**src/rtl/fibonacci_gen.sv**
```systemverilog
// Fibonacci sequencer: steps a 30-bit Fibonacci value at a selectable rate while
// enabled, presents it on io_out[37:8] and pulses wrap when the sequence restarts.
module fibonacci_gen #(
    parameter int CLOCK_WIDTH = 6,
    parameter int VAL_WIDTH   = 30,
    parameter int IO_PADS     = 38
) (
    input  logic                   wb_clk_i,
    input  logic                   reset,
    input  logic                   switch,
    input  logic [CLOCK_WIDTH-1:0] clock_sel,
    output logic [IO_PADS-1:0]     io_out,
    output logic [IO_PADS-1:0]     io_oeb,
    output logic                   wrap,
    output logic                   running
);

    typedef enum logic {
        HOLD = 1'b0,
        RUN  = 1'b1
    } state_t;

    state_t                 state_q, state_d;
    logic [VAL_WIDTH-1:0]   cur_q, cur_d;
    logic [VAL_WIDTH-1:0]   nxt_q, nxt_d;
    logic                   ovf_q, ovf_d;
    logic [9:0]             div_q, div_d;
    logic [CLOCK_WIDTH-1:0] sel_q, sel_d;
    logic                   wrap_q, wrap_d;
    logic [VAL_WIDTH:0]     sum_s;
    logic [9:0]             per_m1_s;
    logic                   tick_s;

    // Terminal divider count (4^i - 1) for the lowest set bit i; higher bits lose.
    function automatic logic [9:0] period_m1(input logic [CLOCK_WIDTH-1:0] sel);
        logic [9:0] res;
        res = 10'd0;
        for (int i = CLOCK_WIDTH - 1; i >= 0; i--) begin
            if (sel[i]) begin
                res = 10'((32'd1 << (2 * i)) - 32'd1);
            end else begin
                res = res;
            end
        end
        return res;
    endfunction

    // Next-state logic: run/hold FSM, rate divider and Fibonacci step.
    always_comb begin
        state_d  = state_q;
        cur_d    = cur_q;
        nxt_d    = nxt_q;
        ovf_d    = ovf_q;
        div_d    = div_q;
        sel_d    = clock_sel;
        wrap_d   = 1'b0;
        tick_s   = 1'b0;
        per_m1_s = period_m1(clock_sel);
        sum_s    = {1'b0, cur_q} + {1'b0, nxt_q};
        case (state_q)
            HOLD: begin
                div_d = 10'd0;
                if (switch) begin
                    state_d = RUN;
                end else begin
                    state_d = HOLD;
                end
            end
            RUN: begin
                // A falling switch beats a coincident tick: leave without stepping.
                if (!switch) begin
                    state_d = HOLD;
                    div_d   = 10'd0;
                end else if (clock_sel != sel_q) begin
                    div_d = 10'd0;
                end else if ((clock_sel != {CLOCK_WIDTH{1'b0}}) && (div_q == per_m1_s)) begin
                    tick_s = 1'b1;
                    div_d  = 10'd0;
                end else begin
                    div_d = div_q + 10'd1;
                end
            end
            default: begin
                state_d = HOLD;
                div_d   = 10'd0;
            end
        endcase
        if (tick_s) begin
            if (ovf_q) begin
                cur_d  = {VAL_WIDTH{1'b0}};
                nxt_d  = {{(VAL_WIDTH-1){1'b0}}, 1'b1};
                ovf_d  = 1'b0;
                wrap_d = 1'b1;
            end else begin
                cur_d = nxt_q;
                nxt_d = sum_s[VAL_WIDTH-1:0];
                ovf_d = sum_s[VAL_WIDTH];
            end
        end else begin
            cur_d = cur_d;
        end
    end

    // State register with synchronous reset that overrides every other input.
    always_ff @(posedge wb_clk_i) begin
        if (reset) begin
            state_q <= HOLD;
            cur_q   <= {VAL_WIDTH{1'b0}};
            nxt_q   <= {{(VAL_WIDTH-1){1'b0}}, 1'b1};
            ovf_q   <= 1'b0;
            div_q   <= 10'd0;
            sel_q   <= {CLOCK_WIDTH{1'b0}};
            wrap_q  <= 1'b0;
        end else begin
            state_q <= state_d;
            cur_q   <= cur_d;
            nxt_q   <= nxt_d;
            ovf_q   <= ovf_d;
            div_q   <= div_d;
            sel_q   <= sel_d;
            wrap_q  <= wrap_d;
        end
    end

    assign io_out  = {cur_q, 8'h00};
    assign io_oeb  = {{VAL_WIDTH{1'b0}}, 8'hFF};
    assign wrap    = wrap_q;
    assign running = (state_q == RUN);

endmodule

```
**config.mk**
```make
export PLATFORM = sky130hd
export DESIGN_NAME = fibonacci_gen
export DESIGN_NICKNAME = d
export VERILOG_FILES = /design/src/rtl/fibonacci_gen.sv
export SDC_FILE = /design/constraint.sdc
export NUM_CORES = 1
export LEC_CHECK = 0
export ABC_AREA = 1
export BUFFER_PORTS_ARGS = -buffer_cell sky130_fd_sc_hd__clkbuf_2
export CORE_ASPECT_RATIO = 0.6
export CORE_UTILIZATION = 35
export CTS_CLUSTER_DIAMETER = 80
export DETAILED_ROUTE_END_ITERATION = 10
export MAX_ROUTING_LAYER = met4
export PLACE_DENSITY = 0.58
export SYNTH_ARGS = -nofsm -noshare
export SYNTH_HDL_FRONTEND = slang
export SYNTH_SLANG_ARGS = --single-unit
export TNS_END_PERCENT = 50
```
**constraint.sdc**
```tcl
create_clock -name wb_clk_i -period 2 [get_ports wb_clk_i]
set_input_delay 0.1 -clock wb_clk_i [delete_from_list [all_inputs] [get_ports wb_clk_i]]
set_output_delay 0.1 -clock wb_clk_i [all_outputs]
set_load 0.1 [all_outputs]
```
### Word-level counts from Yosys, hierarchy flattened

Index checks and enable logic that the tools add are counted.

* output and inout bits: 78
* register bits after elaboration: 79
* logic and storage cells: 35

* bitwise operators: 2
* $add $sub $neg: 2
* muxes and demuxes: 19
* equal/unequal tests: 2
* reduce and logical (&&, ||, !) cells: 3

Operator list (number)
* two-way mux 10 bit: 9
* two-way mux 30 bit: 2
* adder 30 x 30 -> 31 bit: 1
* one-hot mux 10 bit (2 select lines): 1
* adder 10 x 1 -> 10 bit (second input constant): 1
* equality test 10 bit: 1
* two-way mux 1 bit: 7
* != test 6 bit: 1
* nonzero test 6 bit: 1
* NOT 1 bit: 2
* OR reduction 2 bit: 1
* logical AND 1 bit: 1

### Depth between registers and ports, before layout

* depth in word-level cells: 14
* gate-level depth with buffers: 15

### Worst setup path after synthesis

Ideal clock, no wire load.

* path type: reg2reg
* start: reg cur_q[0]
* end: reg nxt_q[28]
* period minus slack after synthesis: 2626 ps
* data arrival time: 2494 ps
* path buffers: 0
* library setup time: 132 ps
* slack: -626 ps
* cell stages (with the launch flop): 16
* cells stage by stage: dfxtp_1 ha_1 inv_1 fa_1 inv_1 nand2_1 nand2_1 nand3_1 nand2_1 nand2_1 nand2_1 nand2_1 nand2_1 nand2_1 nand3_1 a21oi_1

* longest elaborated chain between the ends: 2

RTL lines
* start: declaration: RTL line 24 `logic [VAL_WIDTH-1:0] cur_q, cur_d;`
* start signal: assignment: RTL line 108 `cur_q <= {VAL_WIDTH{1'b0}};`
* start signal: assignment: RTL line 116 `cur_q <= cur_d;`
* adder 30 x 30 -> 31 bit: RTL line 59 `sum_s = {1'b0, cur_q} + {1'b0, nxt_q};`
* two-way mux 30 bit: RTL line 89 `if (ovf_q) begin`
* end signal: assignment: RTL line 109 `nxt_q <= {{(VAL_WIDTH-1){1'b0}}, 1'b1};`
* end signal: assignment: RTL line 117 `nxt_q <= nxt_d;`
* end: declaration: RTL line 25 `logic [VAL_WIDTH-1:0] nxt_q, nxt_d;`

Every way passes these cells.
A chain may end at the register's enable or synchronous reset.

### Worst setup path in the final report

* start: reg nxt_q[0]
* end: reg nxt_q[22]

* longest elaborated chain between the ends: 2

RTL lines (RTL line)
* adder 30 x 30 -> 31 bit: 59
* two-way mux 30 bit: 89

Every way passes these cells.

==> metrics.md <==
| Metric | Value |
|---|---|
| Synth Cell Area | `5420 µm²` |
| Placeable Area | `14800 µm²` |
| Vias in the first global route | `4606` |
| Simple-gate share of the synthesized area | `35.2%` |
| Initial DRT Pass Iterations | `5` |
| Min-Delay Endpoint | `sel_q[4]` |
| Clock Skew | `0.0121 ns` |
| Post-route cell area | `6810 µm²` |
| Critical Path RT | `2.19 ns` |
| Status | `finished clean` |
| Initial drt markers | `411` |
| CTS Buffer Depth | `2` |
| Starting Density | `36.6%` |
| Reg2reg path depth | `14` |
| Leakage | `3.27 nW` |
| DP Worst Slack | `-0.0768 ns` |
| Die area | `16000 µm²` |
| Setup slack, reg-to-reg | `0.09 ns` |
| Final Hold Viols | `0` |
| Hold Path Class | `in2reg` |
| Commonest non-fill, non-tap cell in the layout | `nand2_1` |
| Largest net degree at the start of global routing | `68` |
| Vias/cell | `4.71` |
| Worst setup EP type | `flop` |
| Via count | `5393` |
| DR WL/cell | `13.7 µm` |
| Fill cell count | `1555` |
| Warnings from Yosys | `0` |
| Mean Syn Cell Area | `6.29 µm²` |
| Main combinational cell family by area after synthesis | `simple AND/OR/NAND/NOR gates` |
| CP Class | `reg2reg` |
| Max Cap Viol | `0` |
| Final ANT Viol Nets | `0` |
| Final #Nets | `983` |
| Worst VDD drop | `0.000388 V` |
| CP peak stage delay | `0.37 ns` |
| CTS Sinks | `79` |
| Total power | `3.96 mW` |
| Relative slew slack | `49.5%` |
| Hold Path Stages | `3` |
| Rows | `34` |
| DP Area | `6030 µm²` |
| Multiplexer share of the synthesized area | `0%` |
| CTS tree | `done` |
| Fmax achieved | `0.523 GHz` |
| Least-Margin Pin Slew | `0.757 ns` |
| DRC errors left | `0` |
| Chip Width | `163 µm` |
| Crit start category | `flop` |
| Mapped Cells | `862` |
| # diodes | `0` |
| Final slew viol count | `0` |
| Post-Route WL | `15700 µm` |
| Total grt overflow | `0` |
| CTS root buf | `clkbuf_16` |
| Share of cells above drive strength 1 | `24.4%` |
| Seq cells post-synth | `79` |
| Post-Synth XOR/XNOR Area | `3.07%` |
| Final worst path period share | `95.5%` |
| Port-buffer cells | `40` |
| Final setup viols | `0` |
| Min-delay src | `clock_sel[4]` |
| Placer Congestion | `0.973` |
| Crit path max-delay family | `simple AND/OR/NAND/NOR gates` |
| P&R area growth vs syn | `25.5%` |
| Cell taking the most area after synthesis | `dfxtp_1` |
| Worst skew pair latency | `0.35 ns` |
| Worst path arrival time | `2.10 ns` |
| Num CTS Buffers | `9` |
| CP bufs+invs | `2` |
| Crit path max fanout | `3` |
| Reg2reg start | `nxt_q[0]` |
| Most frequent cells in the layout | `nand2_1, inv_1, a21oi_1` |
| Die H | `98.4 µm` |
| Compound-Gate Fraction of Synth Area | `10.0%` |
| Yosys top cell area share | `29.2%` |
| Sequential share of the synthesized area | `29.2%` |
| Initial antenna violation count | `0` |
| Synth top area cells | `dfxtp_1, nand2_1, a21oi_1, buf_4, ha_1` |
| Clock-pin slew on the worst setup and hold paths | `0.07 ns` |
| Tmin final | `1.91 ns` |
| Hpwl dp | `11300 µm` |
| Adder-cell share of the synthesized area | `7.52%` |
| Worst path slowest cell | `dfxtp_4` |
| Total Routing Usage GR | `19.7%` |
| Cell variety after synth | `30` |
| Most used cell, CP | `nand2_2` |
| Num ports | `87` |
| Final worst slack | `0.0896 ns` |
| CP Cell Sequence | `ha_4, inv_2, fa_2, inv_2, nand2_2, nand2_2, and2_4, nand2_2, nand2_2, nand2_2, nand3_2, nand2_1, nand3_2, a21oi_2` |
| # H-tree levels | `3` |
| RSZ-0062 raised after global routing | `yes` |
| Critical R2R Capture | `nxt_q[22]` |
| First-pass GRT wire length | `24000 µm` |
| P per Cell Area | `582 nW/µm²` |
==> cell type report <==
type | instances | area [µm²] | area share (%)
Tap cell | 198 | 248 | 3.64
Multi-Input combinational cell | 665 | 3560 | 52.3
Clock inverter | 4 | 95.1 | 1.40
Timing Repair Buffer | 91 | 658 | 9.67
Sequential cell | 79 | 1640 | 24.0
Inverter | 96 | 360 | 5.30
Clock buffer | 12 | 246 | 3.62
==> synth_stat cells (all sizes together) <==
cell type,number
o21ai,7
clkbuf,14
nand4,13
o22ai,2
nor3b,1
ha,31
buf,52
o21bai,4
fa,1
xnor2,4
o221ai,1
xor2,15
or2,6
and2,1
nand2,300
a21oi,87
o21a,2
conb,2
nor3,6
dfxtp,79
nand3b,8
a21o,1
inv,96
nor2,79
nand3,50
==> flip-flops by register name, summed over array words and instances, names as in the netlist <==
register,cells
ovf_q,1
sel_q,6
nxt_q,30
running,1
cur_q,30
div_q,10
wrap,1
==> through the flow <==
| stage | instances | util [%] | hold slack, ns | TNS (ns) |
|---|---|---|---|---|
| finish | 1145 | 46.0 | 0.0458 | 0 |
| global route | 1145 | 46.0 | 0.0528 | -0.156 |
| CTS | 1139 | 43.2 | 0.0331 | -0.00516 |
| detailed placement | 1122 | 40.7 | 0.307 | -0.201 |
| global placement | 1122 | 40.7 | 0.305 | -0.235 |
| floorplan | 906 | - | 0.200 | 0 |
==> routing by layer <==
layer	wire length (µm)	up-vias	share of wire [%]	GRT usage, %
met4	117	0	0.75	3.95
met3	1120	13	7.1	4.12
li1	-	2796	-	-
met2	5560	155	35	22.2
met5	0	-	0	-
met1	8890	2429	57	32.9
==> tightest hold or removal path, cell delays in order <==
cell and delay [ns]:
clkbuf_2 0.13, inv_2 0.07, nor2_1 0.04
==> worst max-delay path by stage <==
stage | start | endpoint | slack (ns) | depth (start not counted)
final | nxt_q[0] | nxt_q[22] | 0.09 | 14
after floorplan | cur_q[17] | nxt_q[26] | 0.009 | 10
after detailed placement | nxt_q[0] | nxt_q[22] | -0.08 | 14
after global routing | cur_q[4] | nxt_q[19] | -0.04 | 13
after global placement | cur_q[13] | nxt_q[18] | -0.12 | 10
after CTS | cur_q[12] | nxt_q[13] | -0.005 | 10
==> kinds of logic after synthesis <==
family / count (synthesis)
AO/OA/AOI/OAI: 104
other: 2
flip-flops: 79
AND/OR/NAND/NOR: 464
XOR/XNOR: 19
adder cells (fa/ha/maj): 32
buffers and inverters: 162
==> report_power, final <==
part	switching [mW]	internal [mW]
clock network	0.661	1.25
registers	0.00350	1.57
logic	0.441	0.0260
==> timing repair <==
action                                 4_1_cts  5_1_grt
buffers inserted                             0        4
cloned                                       0        2
setup endpoints to repair                    9       34
endpoints found under the hold margin        1        0
pin swaps                                    0       14
hold buffers                                 1        0
resized for setup                            7       81
No activity file was read; power rests on OpenSTA's default activity.
